## src/rtl/servo_pwm_pkg.sv

```systemverilog
// Shared constants and width helpers for the multi-channel servo PWM.
// Optional ramping of pulse width is enabled with SERVO_PWM_RAMP_EN.
package servo_pwm_pkg;

  localparam int DEF_NCH       = 4;
  localparam int DEF_CNT_W     = 20;
  localparam int DEF_PERIOD    = 1000000;
  localparam int DEF_PW_MIN    = 50000;
  localparam int DEF_PW_MAX    = 100000;
  localparam int DEF_PW_INIT   = 75000;
  localparam int DEF_RAMP_STEP = 500;

  function automatic logic [31:0] clamp(
    input logic [31:0] v,
    input logic [31:0] lo,
    input logic [31:0] hi
  );
    if (v < lo) return lo;
    if (v > hi) return hi;
    return v;
  endfunction

  // A zero width only exists straight after reset, so jump there directly.
  function automatic logic [31:0] ramp_step(
    input logic [31:0] cur,
    input logic [31:0] tgt,
    input logic [31:0] step
  );
    if (cur == '0) return tgt;
    if (tgt > cur) return (tgt - cur > step) ? cur + step : tgt;
    return (cur - tgt > step) ? cur - step : tgt;
  endfunction

endpackage

```

## src/rtl/servo_pwm_ch.sv

```systemverilog
// One servo channel: target/active width, frame enable latch, compare.
// With SERVO_PWM_RAMP_EN the active width slews toward the target.
module servo_pwm_ch
  import servo_pwm_pkg::*;
#(
  parameter int CNT_W     = DEF_CNT_W,
  parameter int PW_INIT   = DEF_PW_INIT,
  parameter int RAMP_STEP = DEF_RAMP_STEP
) (
  input  logic             clk,
  input  logic             reset,
  input  logic             wr,
  input  logic [CNT_W-1:0] wr_val,
  input  logic             load,
  input  logic             en_in,
  input  logic [CNT_W-1:0] cnt,
  output logic             pwm
);

  logic [CNT_W-1:0] target;
  logic [CNT_W-1:0] active;
  logic             en;

  always_ff @(posedge clk or negedge reset) begin
    if (!reset) begin
      target <= CNT_W'(PW_INIT);
      active <= '0;
      en     <= 1'b0;
      pwm    <= 1'b0;
    end else begin
      if (wr)
        target <= wr_val;
      if (load) begin
`ifdef SERVO_PWM_RAMP_EN
        active <= CNT_W'(ramp_step(32'(active),
                                   32'(target),
                                   32'(RAMP_STEP)));
`else
        active <= target;
`endif
        en <= en_in;
      end
      pwm <= en && (cnt < active);
    end
  end

endmodule

```

## src/rtl/servo_pwm_multi.sv

```systemverilog
// Multi-channel servo PWM: shared frame counter and write decode.
// Define SERVO_PWM_RAMP_EN to slew widths by RAMP_STEP per frame.
module servo_pwm_multi
  import servo_pwm_pkg::*;
#(
  parameter int NCH       = DEF_NCH,
  parameter int CNT_W     = DEF_CNT_W,
  parameter int PERIOD    = DEF_PERIOD,
  parameter int PW_MIN    = DEF_PW_MIN,
  parameter int PW_MAX    = DEF_PW_MAX,
  parameter int PW_INIT   = DEF_PW_INIT,
  parameter int RAMP_STEP = DEF_RAMP_STEP,
  localparam int CHW      = (NCH > 1) ? $clog2(NCH) : 1
) (
  input  logic             clk,
  input  logic             reset,
  input  logic             wr_en,
  input  logic [CHW-1:0]   wr_ch,
  input  logic [CNT_W-1:0] wr_data,
  input  logic [NCH-1:0]   ch_en,
  output logic [NCH-1:0]   pwm,
  output logic             frame_start
);

  logic [CNT_W-1:0] cnt;
  logic             load;
  logic             wr_ok;
  logic [CNT_W-1:0] wr_val;

  assign load   = (cnt == CNT_W'(PERIOD - 1));
  assign wr_ok  = wr_en && (32'(wr_ch) < NCH);
  assign wr_val = CNT_W'(clamp(32'(wr_data),
                               32'(PW_MIN),
                               32'(PW_MAX)));

  always_ff @(posedge clk or negedge reset) begin
    if (!reset) begin
      cnt         <= '0;
      frame_start <= 1'b0;
    end else begin
      cnt         <= load ? '0 : cnt + 1'b1;
      frame_start <= (cnt == '0);
    end
  end

  for (genvar i = 0; i < NCH; i++) begin : g_ch
    servo_pwm_ch #(
      .CNT_W    (CNT_W),
      .PW_INIT  (PW_INIT),
      .RAMP_STEP(RAMP_STEP)
    ) u_ch (
      .clk   (clk),
      .reset (reset),
      .wr    (wr_ok && (wr_ch == CHW'(i))),
      .wr_val(wr_val),
      .load  (load),
      .en_in (ch_en[i]),
      .cnt   (cnt),
      .pwm   (pwm[i])
    );
  end

  // A pulse as long as the frame would never drop between frames.
  cfg_ok: assert property (@(posedge clk) PW_MAX < PERIOD)
    else $error("servo_pwm_multi: PW_MAX must be below PERIOD");

endmodule

```

## config.mk

```make
export PLATFORM = sky130hd
export DESIGN_NAME = servo_pwm_multi
export DESIGN_NICKNAME = d
export VERILOG_FILES = /design/src/rtl/servo_pwm_pkg.sv /design/src/rtl/servo_pwm_ch.sv /design/src/rtl/servo_pwm_multi.sv
export SDC_FILE = /design/constraint.sdc
export NUM_CORES = 1
export LEC_CHECK = 0
export BUFFER_PORTS_ARGS = -buffer_cell sky130_fd_sc_hd__buf_2
export CAP_MARGIN = 20
export CORE_MARGIN = 2
export CORE_UTILIZATION = 50
export DETAILED_ROUTE_END_ITERATION = 7
export GPL_ROUTABILITY_DRIVEN = 1
export PLACE_DENSITY = 0.81
export SYNTH_ARGS = -nofsm -noshare
export SYNTH_HDL_FRONTEND = slang
export SYNTH_SLANG_ARGS = --single-unit
```

## constraint.sdc

```tcl
create_clock -name clk -period 1.72 [get_ports clk]
set_input_delay 0.086 -clock clk [delete_from_list [all_inputs] [get_ports clk]]
set_output_delay 0.086 -clock clk [all_outputs]
set_load 0.01 [all_outputs]
```

==> results.json, run 1 <==
{
  "synth-edff-count": 0,
  "layout.cells.non_filler": 1322,
  "multiInputGateArea_um2": 4970,
  "final_util_pct": 70.0,
  "combPwrFrac_pct": 4.8,
  "setup_slack_ns": -0.398,
  "failed_checks": "negative setup slack",
  "worstPathArrival_ns": 2.44,
  "start_util_pct": 51.3,
  "status": "finished, violations left",
  "grt_usage_pct": 27.6,
  "drc": 0,
  "placed_cell_area_um2": 10200,
  "die_width_um": 140,
  "yosysUniqueCellTypes": 47,
  "crit_slowest_cell": "or4_4",
  "synth_top_family_by_area": "simple AND/OR/NAND/NOR gates",
  "ant_nets": 0,
  "fill_cells": 1075,
  "drtPass1Iterations": 6,
  "htree_levels": 4,
  "vias": 8359,
  "grt_max_degree": 63,
  "synthArstFlopShare_pct": 100,
  "grt_pass1_vias": 8084,
  "nets": 1187,
  "power_density_nw_per_um2": 731,
  "antenna_found_initial": 0,
  "finalInstanceArea_um2": 12600,
  "vias_per_cell": 6.32,
  "cp_top_family": "simple AND/OR/NAND/NOR gates",
  "insertion_delay_ns": 0.47,
  "final-max-slew-violation-count": 0,
  "synth.area.top_cells": "dfrtp_1, ha_1, dfstp_2",
  "cts.sinks": 189,
  "cts_tree": "yes",
  "min_path_type": "in -> reg",
  "cellLeakagePower_nw": 6.08,
  "antenna_cells": 0,
  "ir_drop_mv": 0.737,
  "ios": 34,
  "power.internal_mw": 6.93,
  "syn_to_final_growth_pct": 36.4,
  "final-setup-viol-count": 103,
  "synth_area_per_cell_um2": 9.84,
  "clk_pin_slew_worst_paths_ns": 0.09,
  "fmax_mhz": 472,
  "ys_ff_latch": 189,
  "numCtsBuffers": 17,
  "root_buffer": "clkbuf_16",
  "grt_pass1_wl_um": 42500,
  "timing.slew.headroom_pct": 50.5,
  "rsz0062_at_grt": "true",
  "hold_violations": 0,
  "switchingPower_mw": 2.29,
  "fp-row-count": 49,
  "pwr-share-clk_pct": 42.8,
  "synth_common_cells": "nand2_1, dfrtp_1, inv_1, o21ai_0, ha_1",
  "synth-xor-area-share_pct": 1.42,
  "critPathMaxStageDelay_ns": 0.58,
  "drt-total-wl_um": 31700,
  "seq_area_um2": 4780,
  "synthesis.area_um2": 9250,
  "cts_buffer_depth": 2,
  "start_kind": "flip-flop",
  "place_inst": 1243,
  "synth_cells": 940,
  "ys_warn_count": 0,
  "dp_hpwl_um": 15100,
  "gp_congestion": 0.836,
  "core_area_um2": 18000,
  "layout_min_cycle_time_ns": 2.12,
  "synthFlopType": "dfrtp_1",
  "synth.area.mux_share_pct": 0,
  "yosys.area.top_type": "dfrtp_1",
  "die_area_um2": 19600,
  "drt_iter0_drc": 897,
  "yosys.area_share.adder_pct": 10.6,
  "use_met2_pct": 46.2,
  "synth-seq-area-share_pct": 51.6,
  "synth_compound_area_share_pct": 14.0,
  "skew_ns": 0.0283,
  "path_cells": "or4_4, nor2_4, and3_4, buf_6, buf_12, buf_16, o21ai_2",
  "use_met3_pct": 5.85,
  "path_max_fanout": 6,
  "synth_top_area_share_pct": 42.5,
  "synth.most_common_cell": "nand2_1",
  "drive_gt1_share_pct": 40.6,
  "grt.busiest_layer": "met2",
  "path_buf_inv": 3,
  "worstMarginPinSlew_ns": 0.742,
  "min_period_over_period_pct": 123,
  "swShare_pct": 24.9,
  "synthSimpleGateAreaFrac_pct": 16.0,
  "crit_required_ns": 2.05,
  "numPortBuffers": 33,
  "mappedNetlistNets": 1047,
  "gr-usage-met1_pct": 34.2,
  "path_class": "reg -> reg",
  "cp-end-kind": "flip-flop",
  "share_seq_of_total_power_pct": 52.3,
  "grt_overflow": 0,
  "cap_viol_max_count": 0,
  "wire_per_inst_um": 24.0,
  "die_h_um": 140
}
[routing by layer]
metal	wire (µm)	vias up	part of all wire [%]
li1	-	3460	-
met1	11500	4064	36
met2	15300	629	48
met3	2730	206	8.6
met4	2220	0	7.0
met5	0	-	0
[layout by cell type, fill, tap and decap left out, types with 12 or more instances in the layout]
| cell type | count |
|---|---|
| a21oi_1 | 38 |
| and2_1 | 12 |
| buf_12 | 17 |
| buf_2 | 32 |
| buf_4 | 76 |
| buf_6 | 12 |
| clkbuf_16 | 24 |
| dfrtp_1 | 151 |
| dfstp_2 | 32 |
| ha_1 | 56 |
| ha_4 | 21 |
| inv_1 | 79 |
| nand2_1 | 108 |
| nand2_2 | 37 |
| nand2_4 | 35 |
| nand3_1 | 18 |
| nand4_1 | 12 |
| nor2_1 | 28 |
| o21ai_0 | 59 |
| o21ai_1 | 19 |
| o21ai_2 | 69 |
[flip-flops by register name (all words and copies together) (netlist names)]
name,flops
g_ch.u_ch.target,80
g_ch.u_ch.pwm,4
g_ch.u_ch.active,80
cnt,20
frame_start,1
g_ch.u_ch.en,4
[metrics by stage]
| step | worst slack, ns | setup TNS [ns] | power [mW] | hold slack (ns) |
|---|---|---|---|---|
| global route | -0.381 | -29.86 | 9.44 | 0.0545 |
| floorplan | -0.124 | -8.99 | 5.02 | -0.210 |
| finish | -0.398 | -31.04 | 9.22 | 0.0132 |
| detailed placement | -0.475 | -14.92 | 5.27 | 0.123 |
| global placement | -0.465 | -11.79 | 5.25 | 0.117 |
| CTS | -0.292 | -21.67 | 9.05 | 0.0327 |
[power by group through the flow]
stage | registers, mW | clock network (mW) | logic [mW]
after CTS | 4.78 | 3.84 | 0.428
after global routing | 4.84 | 4.09 | 0.503
after global placement | 4.85 | 0 | 0.396
final | 4.83 | 3.95 | 0.445
after detailed placement | 4.86 | 0 | 0.414
after floorplan | 4.83 | 0 | 0.188
[worst min-delay path, stage by stage]
cell	delay, ns
buf_2	0.11
nand3_1	0.16
o21ai_0	0.10
[cell families (layout without fill, tap and decap cells)]
kind of cell | after synthesis | after routing
flops | 189 | 189
fa+ha+maj | 78 | 78
buf+inv | 122 | 275
simple gates | 322 | 322
compound gates | 214 | 214
xor+xnor | 15 | 15
[repair_timing]
item                                    in CTS  in global routing
hold endpoints to repair                    47                  0
setup buffers                               27                  9
gates resized for setup                    112                181
endpoints found under the setup margin      99                106
gates cloned                                10                  8
pin swaps                                   33                 45
hold buffers                                 5                  0
[final timing paths]
| kind | startpoint | cells after the start | to | slack [ns] |
|---|---|---|---|---|
| worst min-delay path | wr_data[3] | 3 | g_ch[2].u_ch.target[3] | 0.01 |
| min in group asynchronous | reset | 2 | g_ch[1].u_ch.active[3] | 0.20 |
| worst max-delay path | cnt[12] | 7 | g_ch[1].u_ch.active[14] | -0.40 |
| worst min register to register | g_ch[1].u_ch.target[19] | 2 | g_ch[1].u_ch.active[19] | 0.47 |
| max in group asynchronous | reset | 3 | g_ch[1].u_ch.target[16] | 0.82 |
| worst max register to register | cnt[12] | 7 | g_ch[1].u_ch.active[14] | -0.40 |
[layout make-up]
cell class / count / area share [%]
Tap cell: 229 / 2.27
Clock inverter: 11 / 0.863
Timing Repair Buffer: 161 / 13.5
Inverter: 82 / 2.44
Clock buffer: 21 / 3.65
Sequential cell: 189 / 37.9
Multi-Input combinational cell: 629 / 39.4
Note: power is estimated with default switching activity, not from simulation.
==> run 2: changes to the inputs <==
- SKIP_CTS_REPAIR_TIMING: unset -> 1
==> run 2 against run 1 <==
  * Combinational power decreased by 3%
  * Largest power group unchanged
  * Critical path type unchanged
  * Clock power decreased by 2%
  * Worst setup slack improved by 0.027 ns
  * Die area unchanged
  * The run still ends with negative setup slack left
  * Critical endpoint is now g_ch[1].u_ch.pwm
  * Largest cell class is now sequential cells
  * Cell area decreased by 6.1%
  * Wire length decreased by 16%
==> results.json, run 2 (synthesized netlist as in run 1, its figures left out) <==
{
  "status": "finished, violations left",
  "failed_checks": "negative setup slack",
  "critPathLaunch": "g_ch[1].u_ch.active[3]",
  "multiInputGateArea_um2": 4560,
  "clk_pin_slew_worst_paths_ns": 0.07,
  "htree_levels": 4,
  "drive_gt1_share_pct": 32.8,
  "drt_iter0_drc": 617,
  "worstMarginPinSlew_ns": 0.720,
  "reg_top3": "g_ch.u_ch.active x80, g_ch.u_ch.target x80, cnt x20",
  "vias": 7649,
  "reg2reg_from": "g_ch[1].u_ch.active[3]",
  "place_ws_ns": -0.475,
  "cap_viol_max_count": 0,
  "min_path_type": "in -> reg",
  "grt_usage_pct": 22.7,
  "layout_min_cycle_time_ns": 2.09,
  "grt_pass1_wl_um": 35200,
  "syn_to_final_growth_pct": 28.1,
  "crit_required_ns": 2.04,
  "dp_hpwl_um": 15100,
  "layout.cells.non_filler": 1301,
  "wire_per_inst_um": 20.6,
  "root_buffer": "clkbuf_16",
  "power_density_nw_per_um2": 769,
  "final_cell_mix": "nand2_1, dfrtp_1, inv_1, buf_4, ha_1",
  "worstPathArrival_ns": 2.41,
  "core_area_um2": 18000,
  "min_period_over_period_pct": 122,
  "vias_per_cell": 5.88,
  "place_inst": 1243,
  "cp-end-kind": "flip-flop",
  "drtPass1Iterations": 7,
  "min_from": "wr_data[3]",
  "whs_path_depth": 3,
  "ir_drop_mv": 0.823,
  "timing.hold.ws_ns": 0.0125,
  "final-setup-viol-count": 100,
  "die_width_um": 140,
  "die_h_um": 140,
  "rr_worst_depth": 7,
  "r2r-end": "g_ch[1].u_ch.pwm",
  "hold_violations": 0,
  "ios": 34,
  "cts_tree": "yes",
  "grt_pass1_vias": 6987,
  "fin_setup_tns_ns": -24.04,
  "grt_max_degree": 63,
  "rrSetupSlack_ns": -0.37,
  "power.total_mw": 9.10,
  "final_util_pct": 65.7,
  "grt_overflow": 0,
  "antenna_cells": 0,
  "seq_area_um2": 4780,
  "path_max_fanout": 2,
  "gp_congestion": 0.836,
  "timing.slew.headroom_pct": 52.0,
  "setup_slack_ns": -0.371,
  "numCtsBuffers": 17,
  "start_kind": "flip-flop",
  "cts.sinks": 189,
  "fill_cells": 1242,
  "numPortBuffers": 33,
  "die_area_um2": 19600,
  "fmax_mhz": 478,
  "skew_ns": 0.0108,
  "cellLeakagePower_nw": 5.58,
  "insertion_delay_ns": 0.45,
  "hold_end": "g_ch[2].u_ch.target[3]",
  "antenna_found_initial": 0,
  "finalInstanceArea_um2": 11800,
  "drt-total-wl_um": 26800,
  "nets": 1166,
  "rsz0062_at_grt": "true",
  "fp-row-count": 49,
  "drc": 0,
  "ant_nets": 0,
  "path_class": "reg -> reg",
  "final-max-slew-violation-count": 0,
  "start_util_pct": 51.3,
  "cts_buffer_depth": 2,
  "placed_cell_area_um2": 10200
}
-- run 2: cell types whose count changed in the layout (fill, tap and decap cells not counted), sizes merged --
cell    change
clkbuf      +1
buf        -22
-- run 2: cell type report --
cell class | count | share of cell area, %
clock buffers | 21 | 3.89
clock inverters | 11 | 0.919
inverters | 82 | 2.60
multi-input cells | 629 | 38.5
flip-flops and latches | 189 | 40.4
well taps | 229 | 2.42
repair buffers | 140 | 11.3
-- run 2: where the power goes --
group | total [mW] | leakage (nW) | internal [mW] | switching (mW)
clock | 3.87 | 0.267 | 2.09 | 1.79
sequential | 4.80 | 2.44 | 4.69 | 0.112
combinational | 0.430 | 2.87 | 0.150 | 0.280
-- run 2: critical path, cell delays in order (launching register included) --
cell      delay [ns]
dfrtp_1         0.38
inv_1           0.14
ha_1            0.24
nor2_1          0.09
or3_4           0.40
o221ai_4        0.25
a221oi_4        0.12
o31a_1          0.35
-- run 2: how the worst max path moves through the flow --
stage / endpoint / depth (start not counted) / slack, ns
2_1_floorplan: g_ch[0].u_ch.active[18] / 7 / -0.12
3_3_place_gp: g_ch[1].u_ch.pwm / 6 / -0.47
3_5_place_dp: g_ch[1].u_ch.pwm / 6 / -0.48
4_1_cts: g_ch[1].u_ch.pwm / 6 / -0.49
5_1_grt: g_ch[1].u_ch.pwm / 7 / -0.39
6_report: g_ch[1].u_ch.pwm / 7 / -0.37
-- run 2: metal layers --
layer	vias to the layer above	track usage, %	wire length (µm)
met5	-	0	0
met4	0	7.11	1390
met3	111	4.44	1690
met2	344	37.9	13500
met1	3768	30.1	10200
li1	3426	-	-
